--- config.mk ---
export PLATFORM = sky130hd
export DESIGN_NAME = hdd_pwr_seq
export DESIGN_NICKNAME = d
export VERILOG_FILES = /design/src/rtl/hdd_pwr_seq_pkg.sv /design/src/rtl/hdd_pwr_seq_debounce.sv /design/src/rtl/hdd_pwr_seq.sv
export SDC_FILE = /design/constraint.sdc
export NUM_CORES = 1
export LEC_CHECK = 0
export CAP_MARGIN = 15
export CORE_ASPECT_RATIO = 1.5
export CORE_UTILIZATION = 55
export DETAILED_ROUTE_END_ITERATION = 10
export PLACE_DENSITY = 0.91
export SETUP_SLACK_MARGIN = 0.4
export SLEW_MARGIN = 15
export SYNTH_ARGS = -nofsm -noshare
export SYNTH_HDL_FRONTEND = slang
export SYNTH_SLANG_ARGS = --single-unit
--- constraint.sdc ---
create_clock -name SYSCLK -period 4.45 [get_ports SYSCLK]
set_input_delay 1.335 -clock SYSCLK [delete_from_list [all_inputs] [get_ports SYSCLK]]
set_output_delay 1.335 -clock SYSCLK [all_outputs]
set_load 0.01 [all_outputs]
--- src/rtl/hdd_pwr_seq_pkg.sv ---
// Shared constants and FSM encoding for the staggered HDD power sequencer.
package hdd_pwr_seq_pkg;

    localparam int unsigned NUM_HDD            = 15;
    localparam int unsigned PTR_W              = $clog2(NUM_HDD);
    localparam int unsigned DEF_TICK_DIV       = 25000;
    localparam int unsigned DEF_DEBOUNCE_TICKS = 16;
    localparam int unsigned DEF_PG_TIMEOUT     = 200;
    localparam int unsigned DEF_STAGGER_TICKS  = 500;

    typedef enum logic [2:0] {
        ST_IDLE    = 3'd0,
        ST_SCAN    = 3'd1,
        ST_ENABLE  = 3'd2,
        ST_WAIT_PG = 3'd3,
        ST_STAGGER = 3'd4
    } seq_state_e;

    function automatic int unsigned max_u(input int unsigned a, input int unsigned b);
        return (a > b) ? a : b;
    endfunction

endpackage

--- src/rtl/hdd_pwr_seq_debounce.sv ---
// One-bit insert debouncer: synchronises the raw pin and accepts a new level
// only after DEBOUNCE_TICKS consecutive tick samples that disagree with the current one.
module hdd_pwr_seq_debounce #(
    parameter int unsigned DEBOUNCE_TICKS = 16
) (
    input  logic clk,
    input  logic rst_n,
    input  logic tick_i,
    input  logic raw_i,
    output logic level_o
);

    localparam int unsigned CNT_W = $clog2(DEBOUNCE_TICKS + 1);

    logic [1:0]       sync_q;
    logic [CNT_W-1:0] cnt_q;
    logic             level_q;

    always_ff @(posedge clk or negedge rst_n) begin
        if (!rst_n) begin
            sync_q  <= '0;
            cnt_q   <= '0;
            level_q <= 1'b0;
        end else begin
            sync_q <= {sync_q[0], raw_i};
            if (tick_i) begin
                if (sync_q[1] == level_q) begin
                    cnt_q <= '0;
                end else if (cnt_q == CNT_W'(DEBOUNCE_TICKS - 1)) begin
                    level_q <= sync_q[1];
                    cnt_q   <= '0;
                end else begin
                    cnt_q <= cnt_q + CNT_W'(1);
                end
            end
        end
    end

    assign level_o = level_q;

endmodule

--- src/rtl/hdd_pwr_seq.sv ---
// Staggered HDD power sequencer: debounces bay presence, powers one bay at a time
// with a power-good timeout and inrush spacing, and latches per-bay power faults.
module hdd_pwr_seq
    import hdd_pwr_seq_pkg::*;
#(
    parameter int unsigned TICK_DIV       = DEF_TICK_DIV,
    parameter int unsigned DEBOUNCE_TICKS = DEF_DEBOUNCE_TICKS,
    parameter int unsigned PG_TIMEOUT     = DEF_PG_TIMEOUT,
    parameter int unsigned STAGGER_TICKS  = DEF_STAGGER_TICKS
) (
    input  logic               SYSCLK,
    input  logic               RESET_N,
    input  logic               seq_en,
    input  logic [NUM_HDD-1:0] hdd_insert_l,
    input  logic [NUM_HDD-1:0] p5v_gd,
    input  logic [NUM_HDD-1:0] p12v_gd,
    input  logic [NUM_HDD-1:0] pwr_allow,
    input  logic [NUM_HDD-1:0] fault_clr,
    output logic [NUM_HDD-1:0] pwr_en_l,
    output logic [NUM_HDD-1:0] hdd_present,
    output logic [NUM_HDD-1:0] hdd_pwr_ok,
    output logic [NUM_HDD-1:0] hdd_fault,
    output logic               seq_busy
);

    localparam int unsigned PRE_W = $clog2(TICK_DIV + 1);
    localparam int unsigned TMR_W = $clog2(max_u(PG_TIMEOUT, STAGGER_TICKS) + 1);

    logic [PRE_W-1:0]   pre_q;
    logic               tick_q;
    seq_state_e         state_q;
    logic [PTR_W-1:0]   ptr_q;
    logic [TMR_W-1:0]   timer_q;
    logic               seq_busy_q;
    logic [NUM_HDD-1:0] pwr_en_l_q, pwr_en_l_d;
    logic [NUM_HDD-1:0] fault_q, fault_d;
    logic [NUM_HDD-1:0] pwr_ok_q;
    logic [NUM_HDD-1:0] pg_bad_q;

    logic [NUM_HDD-1:0] pg_both_c, eligible_c, in_wait_c, pg_bad_c, trip_c, shut_c, fault_set_c;
    logic [PTR_W-1:0]   ptr_inc_c;
    logic               lost_c, timeout_c;

    // Free-running prescaler producing a one-cycle tick every TICK_DIV clocks.
    always_ff @(posedge SYSCLK or negedge RESET_N) begin
        if (!RESET_N) begin
            pre_q  <= '0;
            tick_q <= 1'b0;
        end else if (pre_q == PRE_W'(TICK_DIV - 1)) begin
            pre_q  <= '0;
            tick_q <= 1'b1;
        end else begin
            pre_q  <= pre_q + PRE_W'(1);
            tick_q <= 1'b0;
        end
    end

    for (genvar g = 0; g < NUM_HDD; g++) begin : g_deb
        hdd_pwr_seq_debounce #(
            .DEBOUNCE_TICKS (DEBOUNCE_TICKS)
        ) u_deb (
            .clk     (SYSCLK),
            .rst_n   (RESET_N),
            .tick_i  (tick_q),
            .raw_i   (~hdd_insert_l[g]),
            .level_o (hdd_present[g])
        );
    end

    // Power-off paths (removal, revoked permission, lost power-good) act on every bay
    // directly; the FSM only ever turns on the bay under its pointer.
    always_comb begin
        pg_both_c   = p5v_gd & p12v_gd;
        eligible_c  = hdd_present & pwr_allow & ~fault_q & pwr_en_l_q;
        ptr_inc_c   = (ptr_q == PTR_W'(NUM_HDD - 1)) ? '0 : ptr_q + PTR_W'(1);
        lost_c      = ~hdd_present[ptr_q] | ~pwr_allow[ptr_q];
        for (int n = 0; n < NUM_HDD; n++) begin
            in_wait_c[n] = (state_q == ST_WAIT_PG) && (ptr_q == PTR_W'(n));
        end
        pg_bad_c    = ~pwr_en_l_q & ~pg_both_c & ~in_wait_c;
        trip_c      = pg_bad_c & pg_bad_q;
        shut_c      = ~pwr_en_l_q & ~(hdd_present & pwr_allow);
        timeout_c   = seq_en && (state_q == ST_WAIT_PG) && !lost_c && !pg_both_c[ptr_q]
                      && (timer_q == TMR_W'(PG_TIMEOUT));
        pwr_en_l_d  = pwr_en_l_q | shut_c | trip_c;
        fault_set_c = trip_c;
        if (timeout_c) begin
            pwr_en_l_d[ptr_q]  = 1'b1;
            fault_set_c[ptr_q] = 1'b1;
        end
        if (seq_en && (state_q == ST_ENABLE)) begin
            pwr_en_l_d[ptr_q] = 1'b0;
        end
        if (!seq_en) begin
            pwr_en_l_d = '1;
        end
        fault_d = (fault_q & ~fault_clr) | fault_set_c;
    end

    always_ff @(posedge SYSCLK or negedge RESET_N) begin
        if (!RESET_N) begin
            pwr_en_l_q <= '1;
            fault_q    <= '0;
            pwr_ok_q   <= '0;
            pg_bad_q   <= '0;
        end else begin
            pwr_en_l_q <= pwr_en_l_d;
            fault_q    <= fault_d;
            pwr_ok_q   <= ~pwr_en_l_q & pg_both_c;
            pg_bad_q   <= pg_bad_c;
        end
    end

    always_ff @(posedge SYSCLK or negedge RESET_N) begin
        if (!RESET_N) begin
            state_q    <= ST_IDLE;
            ptr_q      <= '0;
            timer_q    <= '0;
            seq_busy_q <= 1'b0;
        end else if (!seq_en) begin
            state_q    <= ST_IDLE;
            ptr_q      <= '0;
            timer_q    <= '0;
            seq_busy_q <= 1'b0;
        end else begin
            case (state_q)
                ST_IDLE: begin
                    state_q <= ST_SCAN;
                end
                ST_SCAN: begin
                    if (eligible_c[ptr_q]) begin
                        state_q    <= ST_ENABLE;
                        seq_busy_q <= 1'b1;
                    end else begin
                        ptr_q <= ptr_inc_c;
                    end
                end
                ST_ENABLE: begin
                    timer_q <= '0;
                    state_q <= ST_WAIT_PG;
                end
                ST_WAIT_PG: begin
                    if (lost_c) begin
                        timer_q    <= '0;
                        state_q    <= ST_SCAN;
                        seq_busy_q <= 1'b0;
                    end else if (pg_both_c[ptr_q] || (timer_q == TMR_W'(PG_TIMEOUT))) begin
                        timer_q <= '0;
                        state_q <= ST_STAGGER;
                    end else if (tick_q) begin
                        timer_q <= timer_q + TMR_W'(1);
                    end
                end
                ST_STAGGER: begin
                    if (timer_q == TMR_W'(STAGGER_TICKS)) begin
                        timer_q    <= '0;
                        ptr_q      <= ptr_inc_c;
                        state_q    <= ST_SCAN;
                        seq_busy_q <= 1'b0;
                    end else if (tick_q) begin
                        timer_q <= timer_q + TMR_W'(1);
                    end
                end
                default: begin
                    state_q    <= ST_IDLE;
                    seq_busy_q <= 1'b0;
                end
            endcase
        end
    end

    assign pwr_en_l   = pwr_en_l_q;
    assign hdd_pwr_ok = pwr_ok_q;
    assign hdd_fault  = fault_q;
    assign seq_busy   = seq_busy_q;

endmodule
==> summary.txt <==
Outcome
  – Outcome: complete, no violations

Power and ir drop
  – VDD IR-drop max: 0.390 mV
  – Power Total: 4.39 mW
  – NetSw: 1.09 mW
  – Power Internal: 3.30 mW
  – Leakage: 5.45 nW
  – Sequential power share: 0.474
  – Switching part of the total: 0.249
  – PwrDens: 353 nW/µm²
  – Clock power frac: 0.420
  – Comb pwr share: 0.106

CTS
  – Postcts setup bufs: 0
  – CTS max path bufs: 3
  – Root buffer cell: clkbuf_16
  – CTS tree: yes
  – Number of H-tree levels: 1
  – Clock sinks: 213
  – Latest clock arrival within the worst-skew pair: 0.49 ns
  – Clk slew on worst S/H paths: 0.06 ns
  – CTS Buf Count: 21
  – CTS resizes: 0
  – CTS Hold Bufs: 0

Layout
  – Share of layout cells above drive strength 1: 0.0932
  – Layout Cells excl Fill: 1364
  – Finished Core Util: 0.689
  – Final #Nets: 1199
  – Design area: 12500 µm²
  – Area grow syn2layout: 21.4%
  – Antenna diodes: 0

Route
  – Initial DRT Pass Iterations: 7
  – ANT nets after route: 0
  – DRT iter0 DRCs: 706
  – Drt drc: 0
  – Vias per cell: 6.10
  – Avg WL per Cell: 18.4 µm
  – Routed WL: 25000 µm
  – Vias: 8326

Critical path
  – CP required: 4.81 ns
  – Worst Setup End Kind: register
  – Reg2Reg Depth: 6
  – Startpoint types: input pin
  – Crit Path Class: input pin to register
  – Crit path DAT: 3.54 ns
  – Max Fanout on Critical Path: 13

Timing
  – Final worst slack: 1.27 ns
  – Worst slew pin tran: 1.06 ns
  – RSZ-0062 raised after global routing: no
  – Relative slew slack: 0.291
  – Crit path time final: 3.18 ns
  – Hold Slack: 0.347 ns
  – Slew Limit Fails: 0
  – # setup viols final: 0
  – FMAX: 314 MHz
  – Max Clock Skew: 0.00877 ns
  – Final hold vios: 0
  – Setup TNS Final: 0 ns
  – Final Cycle Share: 0.715

Floorplan
  – Initial Utilization: 0.567
  – Top Ports: 139
  – Die H: 169 µm
  – Core Box Area: 18100 µm²
  – Rows: 60
  – Die area: 19200 µm²
  – Die X: 114 µm

Place
  – Post-Place Cells: 1328
  – Port buffer count: 138
  – Placement Setup Slack: 0.796 ns
  – DP Area: 11700 µm²
  – GPL Wtd Cong: 0.982
  – Post-DP HPWL: 17500 µm

GRT
  – Largest net degree at the start of global routing: 90
  – GRT overflow: 0
  – Global-route usage over all layers: 0.264
  – Vias in the first global route: 8187
  – Global-route wire length before repair: 40500 µm
  – Initial antenna violation count: 0

Synth
  – Top FF cell, synth: dfrtp_1
  – Post-synth net total: 1077
  – Yosys warnings: 0
  – #FFs+latches synth: 213
  – Mapped Area: 10300 µm²
  – Number of distinct library cells after synthesis: 75
  – EDFF count, synth: 0
  – Mean post-synth cell area: 10.5 µm²
  – Seq/Total Area, Yosys: 0.521
  – Async S/R FF share, synth: 1.00
  – Synthesized netlist cell count: 981

Flow run
  – Max cap viols: 0

Worst hold path
  – Hold-critical path depth: 0
  – Hold Crit Class: register to register
[power by group through the flow]
stage	clock network [mW]	logic, mW	registers, mW
3_5_place_dp	0	0.457	2.11
5_1_grt	1.96	0.496	2.09
2_1_floorplan	0	0.367	2.03
6_report	1.85	0.464	2.08
4_1_cts	1.87	0.461	2.08
3_3_place_gp	0	0.448	2.11
[logic make-up (layout without fill, tap and decap cells)]
family,count (synthesis),count (layout),synth area share
adders and majority gates,18,18,0.0219
AOI/OAI and AO/OA,191,191,0.130
xor gates and xnor gates,44,44,0.0375
buffers and inverters,104,239,0.0512
muxes,36,36,0.0408
DFF,213,213,0.521
and+or+nand+nor,375,375,0.198
[final cells by class]
class,instances,area [µm²]
Fill cell,1282,5630
Sequential cell,213,5350
Multi-Input combinational cell,664,4390
Timing Repair Buffer,150,1480
Clock buffer,31,653
Tap cell,248,310
Inverter,53,201
Clock inverter,5,78.8
[critical path: stages]
cell and delay, ns:
clkdlybuf4s50_1 0.49, nand2_1 0.18, mux4_2 0.48, nor3_1 0.39, nor3_4 0.19, a41oi_4 0.36, nor2_1 0.10
[registers in the layout, indices dropped and copies added, names as in the netlist]
signal               cells
pg_bad_q                15
tick_q                   1
hdd_fault               15
g_deb.u_deb.cnt_q       75
hdd_pwr_ok              15
g_deb.u_deb.level_o     15
timer_q                  9
state_q                  3
pre_q                   15
ptr_q                    4
seq_busy                 1
pwr_en_l                15
g_deb.u_deb.sync_q      30
[Yosys cell counts, types with 5 or more instances]
library cell	n	area, µm²
nor3_1	24	120
nand2b_1	9	56.3
buf_6	7	78.8
nor2b_1	29	181
inv_1	51	191
ha_1	18	225
o2bb2ai_1	23	201
nor2_1	62	233
or3_1	7	43.8
xor2_1	35	307
mux2i_1	16	160
a22oi_1	18	135
dfrtp_1	198	4950
nand2_1	88	330
nand4b_1	21	184
buf_4	20	150
a221oi_1	15	131
a211o_1	6	52.6
and3_1	9	56.3
o21ai_0	53	265
clkbuf_1	16	60.1
nand4_1	23	144
nand3_1	58	290
mux2_2	17	191
and2_1	8	50.1
dfstp_2	15	394
nor4bb_1	5	50.1
xnor2_1	9	78.8
a21oi_1	41	205
[cells in the final DEF, fill, tap and decap left out, drive strengths merged, types with 23 or more instances in the layout]
cell type,count
dfrtp,198
o2bb2ai,23
nand3,59
xor2,35
nor2,62
clkbuf,32
o21ai,56
nor2b,29
nor3,26
inv,53
clkdlybuf4s50,137
a21oi,41
nand2,88
nand4,24
[routing by layer]
metal | part of all wire | track usage | vias to the layer above
li1 | - | - | 3765
met1 | 0.37 | 0.312 | 4103
met2 | 0.52 | 0.467 | 367
met3 | 0.062 | 0.0407 | 91
met4 | 0.047 | 0.128 | 0
met5 | 0 | 0 | -
[worst paths after layout]
check | from | to | slack [ns]
hold / removal | g_deb[6].u_deb.sync_q[0] | g_deb[6].u_deb.sync_q[1] | 0.35
max in group asynchronous | RESET_N | g_deb[14].u_deb.cnt_q[0] | 2.64
hold reg to reg | g_deb[6].u_deb.sync_q[0] | g_deb[6].u_deb.sync_q[1] | 0.35
setup reg to reg | ptr_q[1] | ptr_q[1] | 1.43
setup / recovery | p5v_gd[8] | timer_q[8] | 1.27
min in group asynchronous | RESET_N | pg_bad_q[6] | 0.89
(Power assumes the default switching activity.)
